==> src/rtl/oam_pkg.sv <==
// Shared OAM / sprite-slot types for the per-scanline sprite scheduler.
package oam_pkg;

    // OAM entry field positions
    localparam int unsigned OamRefLsb    = 0;
    localparam int unsigned OamXLsb      = 8;
    localparam int unsigned OamYLsb      = 18;
    localparam int unsigned OamPrioBit   = 28;
    localparam int unsigned OamXflipBit  = 29;
    localparam int unsigned OamYflipBit  = 30;
    localparam int unsigned OamEnableBit = 31;

    typedef struct packed {
        logic       enable;
        logic       yflip;
        logic       xflip;
        logic       prio;
        logic [9:0] y;
        logic [9:0] x;
        logic [7:0] spriteref;
    } oam_entry_t;

    typedef struct packed {
        logic       prio;
        logic       xflip;
        logic [3:0] row;
        logic [9:0] x;
        logic [7:0] spriteref;
    } sprite_slot_t;

    typedef enum logic [1:0] {
        StIdle,
        StScan,
        StFinish
    } eval_state_e;

    // Unpack a raw OAM word into its named fields.
    function automatic oam_entry_t decode_entry(input logic [31:0] raw);
        oam_entry_t e;
        e.spriteref = raw[OamRefLsb +: 8];
        e.x         = raw[OamXLsb +: 10];
        e.y         = raw[OamYLsb +: 10];
        e.prio      = raw[OamPrioBit];
        e.xflip     = raw[OamXflipBit];
        e.yflip     = raw[OamYflipBit];
        e.enable    = raw[OamEnableBit];
        return e;
    endfunction

endpackage

==> src/rtl/sprite_slot_bank.sv <==
// Double-buffered sprite slot storage: back bank written during a scan, front bank
// read by the renderer; a swap strobe flips which bank is front.
module sprite_slot_bank
    import oam_pkg::*;
#(
    parameter int unsigned Depth = 8
) (
    input  logic                     clk,
    input  logic                     reset,
    input  logic                     wr_en,
    input  logic [$clog2(Depth)-1:0] wr_idx,
    input  sprite_slot_t             wr_data,
    input  logic                     swap,
    input  logic [$clog2(Depth)-1:0] rd_idx,
    output sprite_slot_t             rd_data
);

    sprite_slot_t mem_q [2][Depth];
    logic         front_q, front_d;

    // Flip the front/back assignment on swap.
    always_comb begin
        front_d = front_q;
        if (swap) begin
            front_d = ~front_q;
        end
    end

    // Bank-select flop.
    always_ff @(posedge clk or posedge reset) begin
        if (reset) begin
            front_q <= 1'b0;
        end else begin
            front_q <= front_d;
        end
    end

    // Slot storage is deliberately not reset; the count qualifies valid slots.
    always_ff @(posedge clk) begin
        if (wr_en) begin
            mem_q[~front_q][wr_idx] <= wr_data;
        end
    end

    assign rd_data = mem_q[front_q][rd_idx];

endmodule

==> src/rtl/sprite_line_evaluator.sv <==
// Per-scanline sprite scheduler: walks OAM once per line_start, collects up to
// MaxPerLine intersecting sprites in OAM order into a double-buffered slot list.
// Optional feature macro: SPRITE_OVERFLOW_EN (full scan + overflow reporting);
// when undefined the scan ends as soon as the list fills and overflow reads 0.
module sprite_line_evaluator
    import oam_pkg::*;
#(
    parameter int unsigned OAMObjects   = 64,
    parameter int unsigned MaxPerLine   = 8,
    parameter int unsigned SpriteHeight = 16
) (
    input  logic                          clk,
    input  logic                          reset,
    input  logic                          line_start,
    input  logic [9:0]                    line_y,
    output logic [$clog2(OAMObjects)-1:0] oam_addr,
    input  logic [31:0]                   oam_data,
    input  logic [$clog2(MaxPerLine)-1:0] slot_sel,
    output logic [23:0]                   slot_data,
    output logic [$clog2(MaxPerLine):0]   slot_count,
    output logic                          busy,
    output logic                          done,
    output logic                          overflow
);

    localparam int unsigned AddrW = $clog2(OAMObjects);
    localparam int unsigned IdxW  = $clog2(MaxPerLine);
    localparam int unsigned CntW  = IdxW + 1;

    localparam logic [AddrW-1:0] LastAddr = AddrW'(OAMObjects - 1);
    localparam logic [CntW-1:0]  MaxCnt   = CntW'(MaxPerLine);
    localparam logic [9:0]       HeightY  = 10'(SpriteHeight);
    localparam logic [3:0]       RowMax   = 4'(SpriteHeight - 1);

`ifdef SPRITE_OVERFLOW_EN
    localparam bit EarlyExit = 1'b0;
`else
    localparam bit EarlyExit = 1'b1;
`endif

    eval_state_e     state_q, state_d;
    logic [AddrW-1:0] addr_q, addr_d;
    logic [9:0]      line_q, line_d;
    logic [CntW-1:0] back_cnt_q, back_cnt_d;
    logic [CntW-1:0] front_cnt_q, front_cnt_d;
    logic            busy_q, busy_d;
    logic            done_q, done_d;

    oam_entry_t      entry;
    logic [9:0]      dy;
    logic            hit;
    logic            back_full;
    logic            wr_en;
    logic            swap;
    sprite_slot_t    wr_slot;
    sprite_slot_t    rd_slot;

    // Hit test and slot formatting for the entry currently on the OAM bus.
    always_comb begin
        entry             = decode_entry(oam_data);
        dy                = line_q - entry.y;
        hit               = entry.enable && (dy < HeightY);
        back_full         = (back_cnt_q == MaxCnt);
        wr_slot.prio      = entry.prio;
        wr_slot.xflip     = entry.xflip;
        wr_slot.row       = entry.yflip ? (RowMax - dy[3:0]) : dy[3:0];
        wr_slot.x         = entry.x;
        wr_slot.spriteref = entry.spriteref;
    end

    // Scan sequencing; line_start in any state (re)starts a scan.
    always_comb begin
        state_d     = state_q;
        addr_d      = addr_q;
        line_d      = line_q;
        back_cnt_d  = back_cnt_q;
        front_cnt_d = front_cnt_q;
        wr_en       = 1'b0;
        swap        = 1'b0;
        unique case (state_q)
            StIdle: begin
            end
            StScan: begin
                if (!line_start) begin
                    if (hit && !back_full) begin
                        wr_en      = 1'b1;
                        back_cnt_d = back_cnt_q + CntW'(1);
                    end
                    if ((addr_q == LastAddr) ||
                        (EarlyExit && hit && (back_cnt_q == MaxCnt - CntW'(1)))) begin
                        state_d = StFinish;
                    end else begin
                        addr_d = addr_q + AddrW'(1);
                    end
                end
            end
            StFinish: begin
                swap        = 1'b1;
                front_cnt_d = back_cnt_q;
                state_d     = StIdle;
            end
            default: begin
                state_d = StIdle;
            end
        endcase
        if (line_start) begin
            state_d    = StScan;
            line_d     = line_y;
            addr_d     = '0;
            back_cnt_d = '0;
        end
        busy_d = (state_d != StIdle);
        done_d = (state_d == StFinish);
    end

    // FSM state, counters and registered status outputs.
    always_ff @(posedge clk or posedge reset) begin
        if (reset) begin
            state_q     <= StIdle;
            addr_q      <= '0;
            line_q      <= '0;
            back_cnt_q  <= '0;
            front_cnt_q <= '0;
            busy_q      <= 1'b0;
            done_q      <= 1'b0;
        end else begin
            state_q     <= state_d;
            addr_q      <= addr_d;
            line_q      <= line_d;
            back_cnt_q  <= back_cnt_d;
            front_cnt_q <= front_cnt_d;
            busy_q      <= busy_d;
            done_q      <= done_d;
        end
    end

`ifdef SPRITE_OVERFLOW_EN
    logic back_ovf_q, back_ovf_d;
    logic ovf_q, ovf_d;

    // Remember hits dropped for lack of slots; publish with the list swap.
    always_comb begin
        back_ovf_d = back_ovf_q;
        ovf_d      = ovf_q;
        if ((state_q == StScan) && hit && back_full) begin
            back_ovf_d = 1'b1;
        end
        if (swap) begin
            ovf_d = back_ovf_q;
        end
        if (line_start) begin
            back_ovf_d = 1'b0;
        end
    end

    // Overflow flags.
    always_ff @(posedge clk or posedge reset) begin
        if (reset) begin
            back_ovf_q <= 1'b0;
            ovf_q      <= 1'b0;
        end else begin
            back_ovf_q <= back_ovf_d;
            ovf_q      <= ovf_d;
        end
    end

    assign overflow = ovf_q;
`else
    assign overflow = 1'b0;
`endif

    sprite_slot_bank #(
        .Depth (MaxPerLine)
    ) u_bank (
        .clk     (clk),
        .reset   (reset),
        .wr_en   (wr_en),
        .wr_idx  (back_cnt_q[IdxW-1:0]),
        .wr_data (wr_slot),
        .swap    (swap),
        .rd_idx  (slot_sel),
        .rd_data (rd_slot)
    );

    assign oam_addr   = addr_q;
    assign slot_data  = rd_slot;
    assign slot_count = front_cnt_q;
    assign busy       = busy_q;
    assign done       = done_q;

endmodule

==> config.mk <==
export PLATFORM = sky130hd
export DESIGN_NAME = sprite_line_evaluator
export DESIGN_NICKNAME = d
export VERILOG_FILES = /design/src/rtl/oam_pkg.sv /design/src/rtl/sprite_slot_bank.sv /design/src/rtl/sprite_line_evaluator.sv
export SDC_FILE = /design/constraint.sdc
export NUM_CORES = 1
export LEC_CHECK = 0
export CAP_MARGIN = 40
export CELL_PAD_IN_SITES_DETAIL_PLACEMENT = 0
export CELL_PAD_IN_SITES_GLOBAL_PLACEMENT = 2
export CORE_ASPECT_RATIO = 1.2
export CORE_MARGIN = 4
export CORE_UTILIZATION = 33
export DETAILED_ROUTE_END_ITERATION = 12
export GPL_ROUTABILITY_DRIVEN = 0
export MAX_ROUTING_LAYER = met4
export PLACE_DENSITY_LB_ADDON = 0.1
export REMOVE_ABC_BUFFERS = 1
export SETUP_SLACK_MARGIN = 0.4
export SLEW_MARGIN = 20
export SYNTH_ARGS = -nofsm -noshare
export SYNTH_HDL_FRONTEND = slang
export SYNTH_HIERARCHICAL = 1
export SYNTH_SLANG_ARGS = --single-unit
==> constraint.sdc <==
create_clock -name clk -period 5.05 [get_ports clk]
set_input_delay 0.505 -clock clk [delete_from_list [all_inputs] [get_ports clk]]
set_output_delay 0.505 -clock clk [all_outputs]
set_load 0.05 [all_outputs]
## Word-level counts from Yosys, hierarchy flattened

Memory sizes are Yosys's and may differ from the RTL's.
Cells that the tools add are included.

- Add/subtract/negate cells: 4
- $lt $le $gt $ge: 4
- Equality and inequality tests: 7
- Mux-type cells: 21
- Bitwise operators: 3
- Reductions and logical operators: 12

Operators with widths:

| cell | count |
|---|---|
| $mux 192 | 1 |
| $bmux 24 s3 | 1 |
| $demux 24 s3 | 1 |
| $mux 24 | 3 |
| $mux 6 | 3 |
| $mux 4 | 4 |
| $lt 10x5->1 const B | 1 |
| $sub 10x10->10 | 1 |
| $ge 4x4->1 const B | 2 |
| $not 3->4 | 2 |
| $add 6x1->6 const B | 1 |
| $eq 6x6->1 const B | 1 |
| $reduce_bool 2->1 | 3 |
| $mux 1 | 5 |
| $add 4x1->4 const B | 1 |
| $eq 2x2->1 const B | 2 |
| $eq 4x3->1 const B | 1 |
| $eq 4x4->1 const B | 1 |
| $logic_and 1x1->1 | 4 |
| $lt 4x1->1 const B | 1 |
| $mux 2 | 2 |
| $pmux 2 s2 | 1 |
| $reduce_and 2->1 | 2 |
| $sub 4x4->4 const A | 1 |
| 6 further kinds | 6 |

- Flip-flop bits (word level): 29
- Memory bits (writable): 384
- Logic and storage cells: 60
- Memories kept: 1

Memories:

| name | words | bits a word | read ports | clocked after Yosys merged registers in | write ports | line | text |
|---|---|---|---|---|---|---|---|
| u_bank.mem_q | 2 | 192 | 1 | 0 | 1 | sprite_slot_bank.sv:18 | `sprite_slot_t mem_q [2][Depth];` |

## Depth between registers and ports, before layout

Gate-level depths: netlist of run 1.

- Word-level depth: 9
- Depth in mapped cells: 12

## By module

Netlist of run 1, hierarchy kept.

Modules (own cells, without submodules):

| module | instances | cells an instance | area each (µm²) |
|---|---|---|---|
| sprite_slot_bank | 1 | 615 | 14492.6 |
| sprite_line_evaluator | 1 | 195 | 1935.6 |

## Least setup slack after synthesis of run 1

Ideal clock, no wire load.

- Kind: in2reg
- From: input port oam_data[25]
- To: memory u_bank/mem_q[1][168] in the netlist's numbering, enable pin
- Library setup time: 435 ps
- Arrival: 4374 ps
- Required time: 4615 ps
- Setup slack: 241 ps
- Stages: 12
- Cells stage by stage: inv_1 ha_1 buf_6 a211oi_2 a21oi_1 o211a_1 nor3_1 o21ai_0 nor4_1 nor4b_1 or3b_1 nor3_1

- Word-level cells in the longest chain between the ends: 9

RTL lines:

| item | line | text |
|---|---|---|
| from (decl) | sprite_line_evaluator.sv:17 | `input logic [31:0] oam_data,` |
| $sub 10x10->10 | sprite_line_evaluator.sv:61 | `dy = line_q - entry.y;` |
| $lt 10x5->1 | sprite_line_evaluator.sv:62 | `hit = entry.enable && (dy < HeightY);` |
| $logic_and 1x1->1 | sprite_line_evaluator.sv:62 |  |
| $logic_and 1x1->1 | sprite_line_evaluator.sv:85 | `if (hit && !back_full) begin` |
| $mux 1 | sprite_line_evaluator.sv:85 |  |
| $mux 1 | sprite_line_evaluator.sv:84 | `if (!line_start) begin` |
| $mux 1 | sprite_line_evaluator.sv:80 | `unique case (state_q)` |
| via wr_en | sprite_line_evaluator.sv:53 | `logic wr_en;` |
| $mux 1 | sprite_slot_bank.sv:40 | `if (wr_en) begin` |
| $mux 192 (not written as such) | sprite_slot_bank.sv:41 | `mem_q[~front_q][wr_idx] <= wr_data;` |
| to (decl) | sprite_slot_bank.sv:18 |  |

The timed path passes the listed nets, and every way through them passes these cells.

## Final worst setup path of run 1

- From: register u_bank.front_q
- To: output port slot_data[20]

- Word-level cells in the longest chain between the ends: 4

RTL lines:

| item | line | text |
|---|---|---|
| from (decl) | sprite_slot_bank.sv:19 | `logic front_q, front_d;` |
| from (signal assigned) | sprite_slot_bank.sv:34 | `front_q <= front_d;` |
| $mem_v2 2x192 | -- |  |
| $bmux 24 s3 | sprite_slot_bank.sv:45 | `assign rd_data = mem_q[front_q][rd_idx];` |
| $mux 24 (not written as such) (2 in series) | sprite_slot_bank.sv:45 |  |
| to (decl) | sprite_line_evaluator.sv:19 | `output logic [23:0] slot_data,` |

No other way between the ends. The select of a mux whose other input is x is not followed.

==> results.sh, run 1 <==
export IMPL_cp_required_ns=4.55
export IMPL_cts_htree_levels=2
export IMPL_mappedNetlistArea_mm2=0.0164
export IMPL_root_buffer="clkbuf_16"
export IMPL_max_slew_margin_pct=46.2
export IMPL_first_pass_iters=4
export IMPL_drc_errors_left=0
export IMPL_reg2reg_slack_ns=1.24
export IMPL_io_pins=85
export IMPL_ff_latch_area_mm2=0.0123
export IMPL_worst_pin_slew_ns=0.803
export IMPL_ff2ff_path_depth=12
export IMPL_die_width_um=212
export IMPL_report_final_hold_viol_count=0
export IMPL_synth_seq_cells=413
export IMPL_placed_cells_incl_taps=1533
export IMPL_worstSetupPathType="reg -> out"
export IMPL_timing_final_max_slew_violations=0
export IMPL_rsz0062_at_grt="false"
export IMPL_worst_endpoint_arrival_ns=3.50
export IMPL_core_mm2=0.0492
export IMPL_finalClockSkew_ns=0.00876
export IMPL_layout_cells_most_common_list="384 x edfxtp_1, 96 x mux4_2, 82 x clkdlybuf4s50_1"
export IMPL_portbufs=83
export IMPL_clock_tree_buffer_depth=3
export IMPL_post_cts_buffers=0
export IMPL_post_drt_wl_per_cell_um=23.7
export IMPL_final_setup_viols=0
export IMPL_final_critical_path_setup_slack_ns=1.05
export IMPL_finish_cell_count_without_fillers=1614
export IMPL_tritoncts_clock_tree="done"
export IMPL_fp_dieArea_mm2=0.0534
export IMPL_cts_hold_buffers=0
export IMPL_power_ir_vdd_worst_v=0.000252
export IMPL_crit_path_max_fanout=28
export IMPL_dp_worst_setup_slack_ns=0.540
export IMPL_drt_wl_total_um=38200
export IMPL_antenna_found_initial=1
export IMPL_clk_latency_ns=0.55
export IMPL_pwr_density_cell_mw_per_mm2=379
export IMPL_holdWs_ns=0.154
export IMPL_ys_warnings_count=6
export IMPL_layout_commonest_cell="edfxtp_1"
export IMPL_number_of_vias_per_cell=5.06
export IMPL_max_cap_violations=0
export IMPL_cts_num_sinks=413
export IMPL_synth_edf_count=384
export IMPL_grt_max_degree=37
export IMPL_synth_seq_area_share_pct=74.6
export IMPL_post_cts_resized_instances=0
export IMPL_cts_reportedPaths_clkPinSlew_ns=0.06
export IMPL_p_r_area_growth_vs_syn_pct=19.8
export IMPL_num_rows=89
export IMPL_number_of_global_route_vias_before_repair=8937
export IMPL_grt_total_usage_pct=14.8
export IMPL_yosysUniqueCellTypes=59
export IMPL_hp_class="in -> async"
export IMPL_grt_ovfl_total=0
export IMPL_worst_r2r_startpoint="line_q[6]"
export IMPL_final_fill_count=4442
export IMPL_timing_final_crit_share_pct=79.2
export IMPL_syn_instance_count=810
export IMPL_run_status="completed"
export IMPL_post_synth_cell_area_avg_um2=20.3
export IMPL_cts_buffers=44
export IMPL_start_util_pct=33.4
export IMPL_synth_async_reset_ratio_pct=7.02
export IMPL_critical_r2r_capture="u_bank/mem_q[1][146]"
export IMPL_place_hpwl_um=23000
export IMPL_route_vias_total=8161
export IMPL_timing_critical_path_to_type="primary output"
export IMPL_timing_final_crit_period_ns=4.00
export IMPL_fin_nets=1003
export IMPL_die_h_um=252
export IMPL_worstSetupStartpoint="u_bank/front_q"
export IMPL_footprint_of_the_multi_input_gates_mm2=0.00395
export IMPL_synth_ff_type="edfxtp_1"
export IMPL_p_leak_nw=6.36
export IMPL_clock_fmax_mhz=250
export IMPL_first_pass_grt_wire_length_um=57000
export IMPL_drtIter0Drc=439
export IMPL_drt_antenna_violating_nets=0
export IMPL_final_layout_size_suffix_gt1_share_pct=25.1
export IMPL_startpoint_type_of_the_worst_setup_path="flop"
==> sequential cells by signal, summed over array words and instances, names as in the netlist <==
| signal | flops |
|---|---|
| u_bank/mem_q | 384 |
| line_q | 10 |
| oam_addr | 6 |
| back_cnt_q | 4 |
| slot_count | 4 |
| state_q | 2 |
| busy | 1 |
| done | 1 |
| u_bank/front_q | 1 |
==> kinds of logic after synthesis <==
kind of cell / share of synthesized area [%]
XOR/XNOR: 0.480
buffers and inverters: 1.74
adder cells (fa/ha/maj): 1.04
flip-flops: 74.6
AND/OR/NAND/NOR: 3.82
other: 0.0228
AO/OA/AOI/OAI: 3.92
multiplexers: 14.4
==> synthesized netlist by cell type, types with 4 or more instances <==
library cell / instances / area share (%)
ha_1: 12 / 0.91
mux4_2: 96 / 13
nor3_1: 8 / 0.24
nor2b_1: 9 / 0.34
mux2_1: 4 / 0.27
nand3b_1: 4 / 0.18
edfxtp_1: 384 / 70
nor2_1: 25 / 0.57
buf_2: 9 / 0.27
dfrtp_1: 29 / 4.4
nand3_1: 5 / 0.15
buf_4: 5 / 0.23
xnor2_1: 7 / 0.37
a22oi_1: 48 / 2.2
nor3b_1: 4 / 0.18
nand2_1: 34 / 0.78
buf_6: 6 / 0.41
a21oi_1: 8 / 0.24
nand2b_1: 6 / 0.23
clkbuf_1: 21 / 0.48
o21ai_0: 11 / 0.34
inv_1: 15 / 0.34
mux2_2: 12 / 0.82
==> critical path, cell delays in order (launching register included) <==
cell	delay, ns
dfrtp_4	0.69
buf_16	0.30
buf_12	0.30
mux4_2	0.54
a22oi_1	0.20
nand2_1	0.13
clkdlybuf4s50_1	0.73
==> metal layers <==
layer / vias up / wire (µm) / track usage, %
met1: 4327 / 16000 / 18.4
met5: - / 0 / -
met2: 172 / 19600 / 25.0
met4: 0 / 817 / 3.65
met3: 61 / 1770 / 3.25
li1: 3601 / - / -
==> how the worst max path moves through the flow <==
stage | endpoint | slack, ns | depth (start not counted)
5_1_grt | slot_data[19] | 0.74 | 6
3_3_place_gp | u_bank/mem_q[1][175] | 0.62 | 14
6_report | slot_data[20] | 1.05 | 6
4_1_cts | slot_data[19] | 0.89 | 6
2_1_floorplan | u_bank/mem_q[0][120] | -1.54 | 2
3_5_place_dp | u_bank/mem_q[1][149] | 0.54 | 14
==> report_power, final <==
group / switching, W / internal [W]
clock: 0.00130 / 0.00189
sequential: 0.00000835 / 0.00379
combinational: 0.000309 / 0.000172
total: 0.00161 / 0.00585
==> through the flow <==
step | utilization, % | TNS [ns] | instance area (µm²) | power (W)
after detailed placement | 37.1 | 0 | 18300 | 0.00436
final | 40.0 | 0 | 19700 | 0.00746
after floorplan | - | -202.80 | 16200 | 0.00413
after CTS | 40.0 | 0 | 19700 | 0.00759
after global placement | 36.9 | 0 | 18200 | 0.00433
after global routing | 40.0 | 0 | 19700 | 0.00774
==> final cells by class <==
| class | instances | area share (%) |
|---|---|---|
| antenna | 1 | 0.0127 |
| clock buffer | 53 | 5.87 |
| clock inverter | 27 | 1.32 |
| inverter | 15 | 0.286 |
| multi-input combinational | 341 | 20.1 |
| sequential | 413 | 62.3 |
| tap | 637 | 4.05 |
| timing repair buffer | 127 | 6.10 |
No activity file was read; power rests on OpenSTA's default activity.
==> run 2: changes to the inputs <==
==> constraint.sdc (replaced) <==
create_clock -name clk -period 3.62 [get_ports clk]
set_input_delay 0.362 -clock clk [delete_from_list [all_inputs] [get_ports clk]]
set_output_delay 0.362 -clock clk [all_outputs]
set_load 0.05 [all_outputs]
==> run 2 against run 1 <==
- non-clock buffer count grew 69
- clock skew grew 0.0060 ns
- routed wire length grew 9.0%
- clock power grew 42%
- register-to-register slack lost 0.92 ns
- via count grew 3.8%
- die area is the same
==> results.sh, run 2 (synthesis gave the netlist of run 1 again) <==
export IMPL_drt_wl_total_um=41600
export IMPL_place_hpwl_um=24000
export IMPL_final_util_pct=42.6
export IMPL_reg2reg_slack_ns=0.32
export IMPL_ff2ff_path_depth=13
export IMPL_cts_htree_levels=2
export IMPL_netSwitchingPower_w=0.00237
export IMPL_hp_class="in -> reg"
export IMPL_number_of_global_route_vias_before_repair=9359
export IMPL_registers_top_by_ff_count="u_bank/mem_q"
export IMPL_die_h_um=252
export IMPL_finalClockSkew_ns=0.0147
export IMPL_fin_nets=1072
export IMPL_root_buffer="clkbuf_16"
export IMPL_fp_dieArea_mm2=0.0534
export IMPL_drtIter0Drc=529
export IMPL_worst_pin_slew_ns=0.852
export IMPL_run_status="completed"
export IMPL_crit_path_max_fanout=6
export IMPL_drc_errors_left=0
export IMPL_final_fill_count=4314
export IMPL_largest_register_ffs=384
export IMPL_critical_r2r_capture="u_bank/mem_q[1][156]"
export IMPL_grt_ovfl_total=0
export IMPL_layout_cells_most_common_list="384 x edfxtp_1, 96 x mux4_2, 74 x buf_4"
export IMPL_power_ir_vdd_worst_v=0.000309
export IMPL_p_r_area_growth_vs_syn_pct=27.7
export IMPL_clock_fmax_mhz=303
export IMPL_p_leak_nw=6.92
export IMPL_seq_power_share_pct=50.0
export IMPL_rsz0062_at_grt="true"
export IMPL_timing_final_crit_share_pct=91.2
export IMPL_first_pass_iters=5
export IMPL_pwr_density_cell_mw_per_mm2=505
export IMPL_crit_chain="ha_4, o21a_1, a21oi_2, o211a_1, nor3_2, o21ai_1, nor4_2, nor4b_4, buf_4, or3b_4, buf_6, nor2_4, clkbuf_16"
export IMPL_drt_antenna_violating_nets=0
export IMPL_number_of_vias_per_cell=5.03
export IMPL_timing_final_max_slew_violations=0
export IMPL_clock_tree_buffer_depth=3
export IMPL_cpPeakStageDelay_ns=0.41
export IMPL_antenna_found_initial=0
export IMPL_hp_start="line_y[1]"
export IMPL_hold_critical_path_depth=3
export IMPL_worst_r2r_startpoint="line_q[6]"
export IMPL_fin_area_mm2=0.0210
export IMPL_internal_power_w=0.00823
export IMPL_timing_final_crit_period_ns=3.30
export IMPL_first_pass_grt_wire_length_um=61000
export IMPL_timing_hold_worst_endpoint="line_q[1]"
export IMPL_tritoncts_clock_tree="done"
export IMPL_comb_power_share_pct=7.4
export IMPL_p_sw_share_pct=22.3
export IMPL_placement_cell_area_mm2=0.0187
export IMPL_final_setup_viols=0
export IMPL_io_pins=85
export IMPL_portbufs=83
export IMPL_start_util_pct=33.4
export IMPL_die_width_um=212
export IMPL_num_antenna_cells=0
export IMPL_cts_reportedPaths_clkPinSlew_ns=0.07
export IMPL_clk_latency_ns=0.57
export IMPL_report_final_hold_viol_count=0
export IMPL_cp_required_ns=3.90
export IMPL_cts_buffers=44
export IMPL_max_slew_margin_pct=42.9
export IMPL_post_drt_wl_per_cell_um=24.7
export IMPL_worst_endpoint_arrival_ns=3.58
export IMPL_grt_max_degree=35
export IMPL_cp_slowest_cell="dfrtp_1"
export IMPL_layout_commonest_cell="edfxtp_1"
export IMPL_num_rows=89
export IMPL_share_clk_of_total_power_pct=42.6
export IMPL_route_vias_total=8471
export IMPL_max_cap_violations=0
export IMPL_worstSetupPathType="reg -> reg"
export IMPL_grt_total_usage_pct=15.9
export IMPL_startpoint_type_of_the_worst_setup_path="flop"
export IMPL_final_layout_size_suffix_gt1_share_pct=34.2
export IMPL_cts_num_sinks=413
export IMPL_timing_critical_path_to_type="flop"
export IMPL_core_mm2=0.0492
## run 2: routing by layer
layer  up-vias  part of all wire, %  global-route usage (%)
met1      4511                   41                    19.8
met4         0                  2.0                    3.70
met5         -                    0                       -
li1       3739                    -                       -
met3        55                  4.2                    2.81
met2       166                   53                    27.1
## run 2: layout make-up
type / count / area, µm² / area share (%)
Sequential cell: 413 / 12300 / 58.4
Inverter: 15 / 56.3 / 0.268
Timing Repair Buffer: 196 / 2290 / 10.9
Clock buffer: 49 / 1140 / 5.44
Tap cell: 637 / 797 / 3.80
Clock inverter: 32 / 308 / 1.47
Multi-Input combinational cell: 341 / 4130 / 19.7
## run 2: worst max path at each step
stage / start / endpoint / slack [ns] / depth (start not counted)
after floorplan: u_bank/front_q / u_bank/mem_q[0][120] / -2.97 / 2
after global placement: oam_data[24] / u_bank/mem_q[1][171] / -0.49 / 14
after detailed placement: oam_data[24] / u_bank/mem_q[1][171] / -0.46 / 14
after CTS: line_q[6] / u_bank/mem_q[1][188] / 0.19 / 14
after global routing: line_q[6] / u_bank/mem_q[1][188] / 0.11 / 14
final: line_q[6] / u_bank/mem_q[1][156] / 0.32 / 13
## run 2: stage by stage
stage          cells  setup TNS (ns)  power (W)  hold slack, ns  worst slack, ns
3_5_place_dp    1563         -139.51    0.00615           0.506           -0.460
2_1_floorplan    769         -742.10    0.00576          0.0907            -2.97
4_1_cts         1671               0     0.0107           0.316            0.188
3_3_place_gp    1562         -148.73    0.00612           0.497           -0.490
6_report        1683               0     0.0106           0.356            0.318
5_1_grt         1683               0     0.0110           0.335            0.108
## run 2: worst max-delay path, delay by kind of cell, from the launching register on
kind            cells  cell delay (ns)
compound gates      4             0.59
fa+ha+maj           1             0.32
buf+inv             3             0.51
flops               1             0.41
simple gates        5             1.19
## run 2: repair_timing
item                       CTS  global route
setup endpoints to repair  407           387
hold endpoints to repair     1             0
cloned                       7             6
hold buffers                 1             0
resized for setup           39            31
buffers inserted            19             6
pin swaps                    8             6
## run 2: power groups by stage
| stage | registers, W | logic, W | clock network, W |
|---|---|---|---|
| floorplan | 0.00541 | 0.000353 | 0 |
| global placement | 0.00540 | 0.000727 | 0 |
| detailed placement | 0.00540 | 0.000748 | 0 |
| CTS | 0.00530 | 0.000776 | 0.00466 |
| global route | 0.00530 | 0.000845 | 0.00487 |
| finish | 0.00530 | 0.000785 | 0.00452 |
